--- config.mk ---
export PLATFORM = sky130hd
export DESIGN_NAME = bcd_to_bin_flat
export DESIGN_NICKNAME = d
export VERILOG_FILES = /design/src/rtl/bcd_to_bin_if.sv /design/src/rtl/bcd_to_bin.sv /design/src/flat_wrapper.sv
export SDC_FILE = /design/constraint.sdc
export NUM_CORES = 1
export LEC_CHECK = 0
export ABC_AREA = 1
export BUFFER_PORTS_ARGS = -buffer_cell sky130_fd_sc_hd__buf_2
export CAP_MARGIN = 20
export CORE_MARGIN = 2
export CORE_UTILIZATION = 40
export DETAILED_ROUTE_END_ITERATION = 16
export GPL_TIMING_DRIVEN = 1
export PLACE_DENSITY = 0.64
export RECOVER_POWER = 25
export SLEW_MARGIN = 15
export SYNTH_ARGS = -nofsm -noshare
export SYNTH_HDL_FRONTEND = slang
export SYNTH_SLANG_ARGS = --single-unit
--- constraint.sdc ---
create_clock -name clk -period 1.9 [get_ports clk]
set_clock_uncertainty 0.15 [all_clocks]
set_input_delay 0.285 -clock clk [delete_from_list [all_inputs] [get_ports clk]]
set_output_delay 0.285 -clock clk [all_outputs]
set_load 0.02 [all_outputs]
--- src/rtl/bcd_to_bin_if.sv ---
// Start/done handshake bundle for the BCD-to-binary converter.
// The requester drives init and the BCD operand; the converter returns result and done.
interface bcd_to_bin_if #(
    parameter int DIGITS   = 5,
    parameter int RESULT_W = 33
);
    logic                  init;
    logic [4*DIGITS-1:0]   A;
    logic [RESULT_W-1:0]   result;
    logic                  done;

    modport master (output init, A, input result, done);
    modport slave  (input init, A, output result, done);
endinterface

--- src/rtl/bcd_to_bin.sv ---
// Sequential packed-BCD to binary converter using reverse double-dabble,
// one shift/adjust step per clock and one step per BCD input bit.
//
// state | meaning
// IDLE  | waiting for init; operand captured on the start edge
// SHIFT | one shift-right plus digit adjust per clock, 4*DIGITS steps
// DONE  | single cycle with done high; result already updated
module bcd_to_bin #(
    parameter int DIGITS   = 5,
    parameter int RESULT_W = 33
) (
    input  logic          clk,
    input  logic          rst,
    bcd_to_bin_if.slave   bus
);
    localparam int W     = 4 * DIGITS;
    localparam int CNT_W = $clog2(W + 1);

    typedef enum logic [1:0] {
        IDLE  = 2'd0,
        SHIFT = 2'd1,
        DONE  = 2'd2
    } state_t;

    state_t               state_q;
    state_t               state_nx;
    logic [W-1:0]         bcd_q;
    logic [W-1:0]         bin_q;
    logic [W-1:0]         bcd_nx;
    logic [W-1:0]         bin_nx;
    logic [W-1:0]         bcd_sh;
    logic [2*W-1:0]       shifted;
    logic [CNT_W-1:0]     cnt_q;
    logic [RESULT_W-1:0]  result_q;
    logic                 last_step;

    assign last_step = (cnt_q == CNT_W'(W - 1));

    // One algorithm step: shift {bcd, bin} right, then pull every digit >= 8 back by 3.
    always_comb begin
        shifted = {bcd_q, bin_q} >> 1;
        bcd_sh  = shifted[2*W-1:W];
        bin_nx  = shifted[W-1:0];
        bcd_nx  = bcd_sh;
        for (int i = 0; i < DIGITS; i++) begin
            if (bcd_sh[4*i+3]) begin
                bcd_nx[4*i +: 4] = bcd_sh[4*i +: 4] - 4'd3;
            end
        end
    end

    always_comb begin
        state_nx = state_q;
        bus.done = 1'b0;
        case (state_q)
            IDLE: begin
                if (bus.init) begin
                    state_nx = SHIFT;
                end
            end
            SHIFT: begin
                if (last_step) begin
                    state_nx = DONE;
                end
            end
            DONE: begin
                bus.done = 1'b1;
                state_nx = IDLE;
            end
            default: begin
                state_nx = IDLE;
            end
        endcase
    end

    always_ff @(posedge clk or negedge rst) begin
        if (!rst) begin
            state_q <= IDLE;
        end else begin
            state_q <= state_nx;
        end
    end

    always_ff @(posedge clk or negedge rst) begin
        if (!rst) begin
            bcd_q    <= '0;
            bin_q    <= '0;
            cnt_q    <= '0;
            result_q <= '0;
        end else begin
            case (state_q)
                IDLE: begin
                    if (bus.init) begin
                        bcd_q <= bus.A;
                        bin_q <= '0;
                        cnt_q <= '0;
                    end
                end
                SHIFT: begin
                    bcd_q <= bcd_nx;
                    bin_q <= bin_nx;
                    cnt_q <= cnt_q + CNT_W'(1);
                    // Result is published on the edge that enters DONE and held until the next one.
                    if (last_step) begin
                        result_q <= RESULT_W'(bin_nx);
                    end
                end
                default: begin
                end
            endcase
        end
    end

    assign bus.result = result_q;
endmodule

--- src/flat_wrapper.sv ---
// flat-port wrapper written by rule: the top's interface ports become plain ports
module bcd_to_bin_flat 
#(
    parameter int DIGITS   = 5,
    parameter int RESULT_W = 33
)
  (clk, rst, bus_init, bus_A, bus_result, bus_done);
  bcd_to_bin_if #(.DIGITS(DIGITS), .RESULT_W(RESULT_W)) bus_i ();
  input  logic clk;
  input  logic rst;
  input wire logic [$bits(bus_i.init)-1:0] bus_init;
  input wire logic [$bits(bus_i.A)-1:0] bus_A;
  output wire logic [$bits(bus_i.result)-1:0] bus_result;
  output wire logic [$bits(bus_i.done)-1:0] bus_done;
  assign bus_i.init = bus_init;
  assign bus_i.A = bus_A;
  assign bus_result = bus_i.result;
  assign bus_done = bus_i.done;
  bcd_to_bin #(.DIGITS(DIGITS), .RESULT_W(RESULT_W)) u_core (.clk(clk), .rst(rst), .bus(bus_i));
endmodule
==> flow_summary.toml, run 1 <==
[worst_setup_path]
timing.critical_path.to_type = "primary output"
startpoint_type = "flop"
worstRegToRegCells = 7
cp_slowest_stage_delay_ns = 0.42
cp-startpoint = "u_core.state_q[1]$_DFFE_PN0P_"
critPathCapture = "bus_done"
worstSetupPathType = "flop to primary output"
critical_path_required_ns = 1.46
cpMaxStageDelayCell = "dfrtp_1"
timing.reg2reg.setup_slack_ns = 0.41
cp_max_fo = 3
rr_startpoint = "u_core.cnt_q[0]$_DFFE_PN0P_"
crit_arrival_ns = 1.15
worst_r2r_endpoint = "u_core.bus.result[17]$_DFFE_PN0P_"
crit_path_cell_trace = "inv_2, nor2_1, buf_2"

[place]
placed_cell_area_sq_um = 3313
globalplace.congestion = 0.8057
portBuffers = 43
hpwlAfterDp_um = 4112

[sta]
setup_tns_ns = 0
timing.final.setup_violations = 0
setup_repair_after_global_routing_missed_its_margin = "false"
min_period_over_period_pct = 83.41
fin_crit_ns = 1.585
slew_violations = 0
report.final.hold_viol_count = 0
timing.fmax_mhz = 631.0

[logic_synthesis]
ys.warnings.count = 0
synth_area_sq_um = 3009
leading_cell_type_by_number_of_instances_after_synthesis = "nand2_1"
synth_async_sr_flop_share_pct = 100.0
netlist_top_cells_count = "110 x nand2_1, 66 x dfrtp_1, 36 x inv_1"
yosysTopAreaCell = "dfrtp_1"
yosys_register_bits = 66
instance_count_of_the_mapped_netlist = 357
yosys.area.top_type_share_pct = 54.89
ys.flop_type = "dfrtp_1"
netlist_top_cells_area = "dfrtp_1 55%, nand2_1 14%, inv_1 4.5%"
part_of_the_yosys_area_used_for_sequential_elements_pct = 54.89
synth.distinct_cells = 22
synth_area_per_cell_sq_um = 8.429
synth_enable_flop_cells = 0

[cells_and_area]
n_antenna_cell = 0
final_area_sq_um = 3542
final_net_count = 437
drive_gt1_share_pct = 18.12
layout-area-overhead-vs-synth_pct = 17.71

[floorplanning]
initial_core_util_pct = 41.49
dieArea_sq_um = 8233
io_pins = 57
placement_rows = 31
coreArea_sq_um = 7253
die_h_um = 90.74
die-width_um = 90.74

[pwr]
leakagePower_nw = 1.860
combPwrFrac_pct = 39.2
pwr_density_cell_nw_per_um2 = 1648
power.sequential.fraction_pct = 40.5
power.clock.fraction_pct = 20.2
switching_power_mw = 2.366
irDropWorstVdd_uv = 554.0
cell_internal_pwr_mw = 3.470
power.share.switching_pct = 40.54

[global_route]
first_global_vias = 2203
grt_max_degree = 42
aggregate_global_route_resource_usage_pct = 15.44
grt_first_pass_wirelength_um = 10150
antenna_found_initial = 0
grt_overflow_total = 0

[detailed_routing]
first_iter_violations = 96
num_vias = 2394
routed_wl_um = 5898
drc = 0
postRouteAntennaNets = 0
firstDrtPassIters = 4
routed_wire_length_per_instance_um = 11.50
post_drt_via_cell_ratio = 4.667

[clock_network]
ctsLongestPathBuffers = 2
cts_made_buffers = 9
root_buffer = "clkbuf_8"
cts_resized = 0
clock_insertion_delay_worst_skew_ns = 0.34
cts_tree = "done"
cts.repair_timing.setup_buffer_count = 0
path_clk_slew_ns = 0.08
cts.sink_count = 66
cts_max_level = 3

[job]
drv.max_cap_violation_count = 0

[hold_path]
holdCritPathClass = "input port to flop"

[status]
status = "finished, final reports clean"
## how the worst min path moves through the flow
stage,start,end,cells past startpoint
finish,bus_A[14],u_core.bcd_q[14]$_DFFE_PN0P_,3
global route,bus_A[6],u_core.bcd_q[6]$_DFFE_PN0P_,3
CTS,bus_A[6],u_core.bcd_q[6]$_DFFE_PN0P_,3
detailed placement,rst,u_core.bus.result[6]$_DFFE_PN0P_,1
global placement,rst,u_core.bus.result[5]$_DFFE_PN0P_,1
floorplan,rst,u_core.bcd_q[0]$_DFFE_PN0P_,0
## cells in the final DEF (no fill, tap or decap)
cell type      count
a21o_1             1
a21oi_1            9
buf_12             1
buf_2             43
buf_4              7
bufinv_16          1
clkbuf_4           1
clkbuf_8           9
clkinv_2           1
clkinv_4           3
clkinvlp_4         1
conb_1            13
dfrtp_1           66
dlygate4sd3_1      4
ha_1               5
inv_1             36
inv_2              4
inv_6              1
nand2_1          110
nand2_2            2
nand3_1           22
nand4_1            1
nor2_1            21
nor2_4             1
o211ai_1           1
o21ai_0            9
o21ai_1           21
o21bai_1           1
o22ai_1           19
## flip-flops by register name, indices dropped and copies added (netlist names)
| register | cells |
|---|---|
| u_core.bus.result | 20 |
| u_core.bin_q | 19 |
| u_core.state_q | 2 |
| u_core.bcd_q | 20 |
| u_core.cnt_q | 5 |
## power by group through the flow
stage                     clock network [mW]  logic, mW  registers, mW
final                                   1.18       2.29           2.36
after global routing                    1.29       2.63           2.44
after CTS                               1.22       2.32           2.36
after detailed placement                   0       2.31           2.39
after global placement                     0       2.26           2.37
after floorplan                            0       1.57           2.51
## critical path: cells and delay by family (launching register included)
kind / cells / cell delay (ns)
simple gates: 1 / 0.13
buf+inv: 2 / 0.26
flops: 1 / 0.42
## cells by family (layout without fill, tap and decap cells)
| family | after synthesis | after routing | share of synthesized area (%) |
|---|---|---|---|
| flops | 66 | 66 | 54.89 |
| compound gates | 61 | 61 | 11.18 |
| buf+inv | 67 | 112 | 10.73 |
| fa+ha+maj | 5 | 5 | 2.079 |
| simple gates | 157 | 157 | 21.00 |
| other cells | 1 | 13 | 0.1246 |
## metrics by stage
stage	hold slack, ns	cells	total power, mW	util (%)	setup WS, ns
2_1_floorplan	-0.1606	369	4.078	-	0.5316
3_3_place_gp	0.1305	493	4.624	45.68	0.4276
3_5_place_dp	0.1337	493	4.699	45.68	0.4074
4_1_cts	0.003511	513	5.910	49.01	0.3072
5_1_grt	0.004593	513	6.362	48.84	0.2393
6_report	0.01333	513	5.836	48.84	0.3152
## what timing repair did
action | in CTS | in global routing
endpoints found under the hold margin | 22 | 0
setup endpoints to repair | 0 | 0
hold buffers | 4 | 0
## final cells by class
cell class / count / area, sq um
clock inverters: 7 / 77.57
repair buffers: 56 / 335.3
well taps: 99 / 123.9
flip-flops and latches: 66 / 1652
inverters: 40 / 150.1
clock buffers: 9 / 123.9
multi-input cells: 236 / 1080
fillers: 754 / 3711
## metal layers
metal | track usage (%) | vias up | wire [um]
li1 | - | 1225 | -
met3 | 5.509 | 9 | 344
met2 | 24.13 | 62 | 2653
met5 | 0 | - | 0
met4 | 4.615 | 0 | 61
met1 | 20.16 | 1098 | 2839
(Power assumes the default switching activity.)
==> inputs of run 2 (changes only) <==
--- a/config.mk
+++ b/config.mk
@@ -12,7 +12,7 @@
 export CORE_UTILIZATION = 40
 export DETAILED_ROUTE_END_ITERATION = 16
 export GPL_TIMING_DRIVEN = 1
-export PLACE_DENSITY = 0.64
+export PLACE_DENSITY = 0.66
 export RECOVER_POWER = 25
 export SLEW_MARGIN = 15
 export SYNTH_ARGS = -nofsm -noshare
==> constraint.sdc (replaced) <==
create_clock -name clk -period 1.41 [get_ports clk]
set_clock_uncertainty 0.15 [all_clocks]
set_input_delay 0.2115 -clock clk [delete_from_list [all_inputs] [get_ports clk]]
set_output_delay 0.2115 -clock clk [all_outputs]
set_load 0.02 [all_outputs]
==> run 2 against run 1 <==
The flow now finishes with violations (setup timing). Global-route usage increased by 1.2 points. Clock-buffer cell count unchanged. Power up 50%. Final cell count up 5.5%. Die area unchanged. Clock power increased by 53%. Core utilization up 5.7 points. Via count up 5.7%. Worst hold slack improved by 0.0080 ns.
==> flow_summary.toml, run 2 (synthesized netlist as in run 1, its figures left out) <==
[clock_network]
clock_insertion_delay_worst_skew_ns = 0.35
cts_tree = "done"
root_buffer = "clkbuf_8"
cts_max_level = 3
cts_made_buffers = 9
cts.sink_count = 66
ctsLongestPathBuffers = 2
path_clk_slew_ns = 0.08

[worst_setup_path]
crit_arrival_ns = 1.05
cp-startpoint = "u_core.state_q[0]$_DFFE_PN0P_"
startpoint_type = "flop"
cp_max_fo = 3
worstSetupPathType = "flop to primary output"
timing.critical_path.to_type = "primary output"
rr_startpoint = "u_core.state_q[1]$_DFFE_PN0P_"
critical_path_required_ns = 1.05

[floorplanning]
initial_core_util_pct = 41.49
die-width_um = 90.74
coreArea_sq_um = 7253
die_h_um = 90.74
io_pins = 57
placement_rows = 31
dieArea_sq_um = 8233

[sta]
slew_violations = 0
min_period_over_period_pct = 100.2
worst_slack_ns = -0.002929
timing.final.setup_violations = 1
report.final.hold_viol_count = 0
setup_tns_ns = -0.002929
hold_ws_ns = 0.02134
fin_crit_ns = 1.413
setup_repair_after_global_routing_missed_its_margin = "true"
timing.fmax_mhz = 707.8

[place]
globalplace.congestion = 0.7908
hpwlAfterDp_um = 4225
portBuffers = 43

[detailed_routing]
drc = 0
post_drt_via_cell_ratio = 4.677
firstDrtPassIters = 4
routed_wl_um = 6635
routed_wire_length_per_instance_um = 12.26
postRouteAntennaNets = 0
num_vias = 2530
first_iter_violations = 137

[status]
failed_checks = "setup timing"
status = "finished with violations"

[job]
drv.max_cap_violation_count = 0

[cells_and_area]
most_frequent_standard_cell_in_the_layout_excluding_fill_and_tap_cells = "nand2_1"
drive_gt1_share_pct = 22.85
most-common-layout-cells = "109 x nand2_1, 66 x dfrtp_1, 41 x buf_2"
n_antenna_cell = 0
final_net_count = 465
layout-area-overhead-vs-synth_pct = 31.43

[global_route]
aggregate_global_route_resource_usage_pct = 16.64
grt_overflow_total = 0
grt_max_degree = 42
grt_first_pass_wirelength_um = 10870
antenna_found_initial = 0
first_global_vias = 2366

[pwr]
irDropWorstVdd_uv = 986.5
leakagePower_nw = 2.061
pwr_density_cell_nw_per_um2 = 2213
power_mw = 8.753

[hold_path]
holdCritPathClass = "input port to flop"
timing.hold.worst.start = "bus_A[13]"
==> run 2: cell types whose count changed in the layout (fill, tap and decap cells not counted), moves of 3 or more <==
cell / previous run / this run
dlygate4sd3_1: 4 / 14
buf_6: 0 / 6
clkbuf_16: 0 / 3
buf_4: 7 / 15
==> run 2: metrics by stage <==
step / setup WS, ns / utilization, % / area, sq um / instances
2_1_floorplan: 0.04160 / - / 3054 / 369
3_3_place_gp: 0.04869 / 46.99 / 3408 / 504
3_5_place_dp: 0.02219 / 46.99 / 3408 / 504
4_1_cts: -0.03096 / 52.44 / 3804 / 536
5_1_grt: -0.05386 / 54.53 / 3955 / 541
6_report: -0.002929 / 54.53 / 3955 / 541
==> run 2: cell type report <==
| cell class | count | area (sq um) |
|---|---|---|
| inverter | 40 | 155.1 |
| tap | 99 | 123.9 |
| multi-input combinational | 236 | 1127 |
| fill | 689 | 3298 |
| clock buffer | 9 | 123.9 |
| clock inverter | 7 | 100.1 |
| sequential | 66 | 1652 |
| timing repair buffer | 84 | 673.1 |
==> run 2: critical path, cell delays in order (launching register included) <==
cell and delay, ns:
dfrtp_1 0.44, nor2_4 0.14, buf_6 0.12
==> run 2: final timing paths <==
kind                                                           to  slack (ns)  cells after the start
worst max-delay path                                     bus_done      -0.003                      2
worst min-delay path                 u_core.bcd_q[13]$_DFFE_PN0P_        0.02                      3
worst max register to register   u_core.bus.result[4]$_DFFE_PN0P_        0.02                      6
worst min register to register       u_core.bcd_q[19]$_DFFE_PN0P_        0.33                      2
max in group asynchronous             u_core.cnt_q[3]$_DFFE_PN0P_        0.22                      3
min in group asynchronous       u_core.bus.result[10]$_DFFE_PN0P_        0.16                      2
==> run 2: report_power, final <==
part	switching (mW)	leakage [nW]	total, mW	internal, mW
registers	0.468	0.866	3.15	2.68
logic	2.17	1.08	3.79	1.63
clock network	0.799	0.114	1.81	1.01
==> run 2: repair_timing <==
action,CTS,global route
gates cloned,0,3
setup endpoints to repair,2,60
gates resized for setup,5,18
hold buffers,14,0
hold endpoints to repair,79,0
pin swaps,0,3
buffers inserted,2,2
==> run 2: routing by layer <==
metal	routed length (um)	up-vias	track usage, %	part of all wire, %
met2	3147	65	27.24	47
met4	81	0	5.128	1.2
met5	0	-	0	0
met3	317	9	5.426	4.8
li1	-	1279	-	-
met1	3089	1177	20.94	47
==> inputs of run 3 (changes only) <==
--- a/config.mk
+++ b/config.mk
@@ -8,6 +8,7 @@
 export ABC_AREA = 1
 export BUFFER_PORTS_ARGS = -buffer_cell sky130_fd_sc_hd__buf_2
 export CAP_MARGIN = 20
+export CORE_ASPECT_RATIO = 1.75
 export CORE_MARGIN = 2
 export CORE_UTILIZATION = 40
 export DETAILED_ROUTE_END_ITERATION = 16
==> run 3 against run 2 <==
The run still ends with setup timing left. Largest power group unchanged. Sequential power increased by 3%. Combinational power grew 1%. Worst hold slack better by 0.0044 ns. Via count grew 2.1%. Routed wire length rose by 8.8%. Critical path type is now flop to flop.
==> flow_summary.toml, run 3 (synthesized netlist as in run 1, its figures left out) <==
[worst_setup_path]
worstRegToRegCells = 7
critical_path_required_ns = 1.48
timing.reg2reg.setup_slack_ns = -0.03
cp_max_fo = 6
worstSetupPathType = "flop to flop"
crit_arrival_ns = 1.51
rr_startpoint = "u_core.cnt_q[0]$_DFFE_PN0P_"
worst_r2r_endpoint = "u_core.bus.result[2]$_DFFE_PN0P_"
timing.critical_path.to_type = "flop"
cp-startpoint = "u_core.cnt_q[0]$_DFFE_PN0P_"
critPathCapture = "u_core.bus.result[2]$_DFFE_PN0P_"
startpoint_type = "flop"

[clock_network]
ctsLongestPathBuffers = 2
root_buffer = "clkbuf_16"
clock_insertion_delay_worst_skew_ns = 0.33
cts.sink_count = 66
cts_tree = "done"
path_clk_slew_ns = 0.05
cts_made_buffers = 9
cts_max_level = 3

[floorplanning]
die-width_um = 69.57
placement_rows = 41
dieArea_sq_um = 8260
initial_core_util_pct = 41.60
coreArea_sq_um = 7233
io_pins = 57
die_h_um = 118.7

[detailed_routing]
drc = 0
first_iter_violations = 170
firstDrtPassIters = 4
num_vias = 2584
routed_wl_um = 7218
postRouteAntennaNets = 0
routed_wire_length_per_instance_um = 13.67
post_drt_via_cell_ratio = 4.894

[sta]
min_period_over_period_pct = 102.0
worst_slack_ns = -0.02829
timing.max_slew.rel_slack_pct = 59.31
setup_repair_after_global_routing_missed_its_margin = "true"
fin_crit_ns = 1.438
slew_violations = 0
hold_ws_ns = 0.02572
timing.final.setup_violations = 18
timing.fmax_mhz = 695.3
setup_tns_ns = -0.3021
timing_worst_slew_pin_value_ns = 0.6103
report.final.hold_viol_count = 0

[place]
globalplace.congestion = 0.7992
hpwlAfterDp_um = 4211
numPlacedInstances = 489
portBuffers = 43

[cells_and_area]
fillCellCount = 619
post_layout_nonfiller_instances = 528
most-common-layout-cells = "90 x nand2_1, 65 x dfrtp_1, 42 x buf_2"
layout-area-overhead-vs-synth_pct = 39.04
post-route-util_pct = 57.84
final_net_count = 465
n_antenna_cell = 0
layout.area.seq_sq_um = 1653
most_frequent_standard_cell_in_the_layout_excluding_fill_and_tap_cells = "nand2_1"
multi_input_area_sq_um = 1214
drive_gt1_share_pct = 29.41

[global_route]
aggregate_global_route_resource_usage_pct = 17.25
grt_overflow_total = 0
grt_first_pass_wirelength_um = 11370
first_global_vias = 2589
grt_max_degree = 67
antenna_found_initial = 0

[pwr]
power_mw = 9.685
irDropWorstVdd_uv = 1021
pwr_density_cell_nw_per_um2 = 2315
leakagePower_nw = 2.147

[job]
drv.max_cap_violation_count = 0

[status]
status = "finished with violations"
failed_checks = "setup timing"

[hold_path]
holdCritPathClass = "input port to flop"
-- run 3: cell count changes in the layout (fill, tap and decap cells not counted), sizes merged --
| cell | previous run | this run |
|---|---|---|
| buf | 65 | 67 |
| bufinv | 2 | 3 |
| clkinv | 3 | 1 |
| clkinvlp | 0 | 2 |
| dlygate4sd3 | 14 | 13 |
| inv | 42 | 40 |
-- run 3: stage by stage --
| step | setup WS, ns | cell area (sq um) |
|---|---|---|
| 2_1_floorplan | 0.04160 | 3054 |
| 3_3_place_gp | 0.04170 | 3377 |
| 3_5_place_dp | 0.003264 | 3377 |
| 4_1_cts | 0.01173 | 3916 |
| 5_1_grt | -0.07886 | 4184 |
| 6_report | -0.02829 | 4184 |
-- run 3: metal layers --
layer | global-route usage, % | vias to the layer above | wire length, um
li1 | - | 1278 | -
met1 | 19.66 | 1233 | 2910
met2 | 29.09 | 59 | 3904
met3 | 3.240 | 14 | 220
met4 | 11.15 | 0 | 183
met5 | 0 | - | 0
-- run 3: worst max-delay path, stage by stage, from the launching register on --
cell       delay [ns]
dfrtp_1          0.36
ha_1             0.17
nand2_1          0.06
inv_2            0.07
nand3_4          0.17
clkbuf_16        0.23
nand2_2          0.06
o21ai_2          0.05
-- run 3: how the worst min path moves through the flow --
| stage | from | endpoint | slack, ns | cells past startpoint |
|---|---|---|---|---|
| floorplan | rst | u_core.bcd_q[0]$_DFFE_PN0P_ | -0.23 | 0 |
| global placement | rst | u_core.bus.result[1]$_DFFE_PN0P_ | 0.11 | 2 |
| detailed placement | rst | u_core.bus.result[2]$_DFFE_PN0P_ | 0.11 | 2 |
| CTS | bus_A[1] | u_core.bcd_q[1]$_DFFE_PN0P_ | 0.02 | 3 |
| global route | bus_A[1] | u_core.bcd_q[1]$_DFFE_PN0P_ | 0.03 | 3 |
| finish | bus_A[1] | u_core.bcd_q[1]$_DFFE_PN0P_ | 0.03 | 3 |
-- run 3: area by class of cell --
class | instances | share of cell area (%)
repair buffers | 84 | 16.84
flip-flops and latches | 66 | 39.50
inverters | 40 | 3.648
well taps | 86 | 2.572
multi-input cells | 236 | 29.01
clock inverters | 6 | 2.721
clock buffers | 10 | 5.712
-- run 3: where the power goes --
group          internal, mW  leakage (nW)  switching [mW]
registers              2.69         0.865           0.542
logic                  1.62          1.12            2.21
clock network          1.78         0.165           0.845
-- run 3: repair_timing --
item,4_1_cts,5_1_grt
setup endpoints to repair,4,37
cloned,1,5
resized for setup,6,46
hold buffers,13,0
pin swaps,1,3
endpoints found under the hold margin,78,0
buffers inserted,1,3
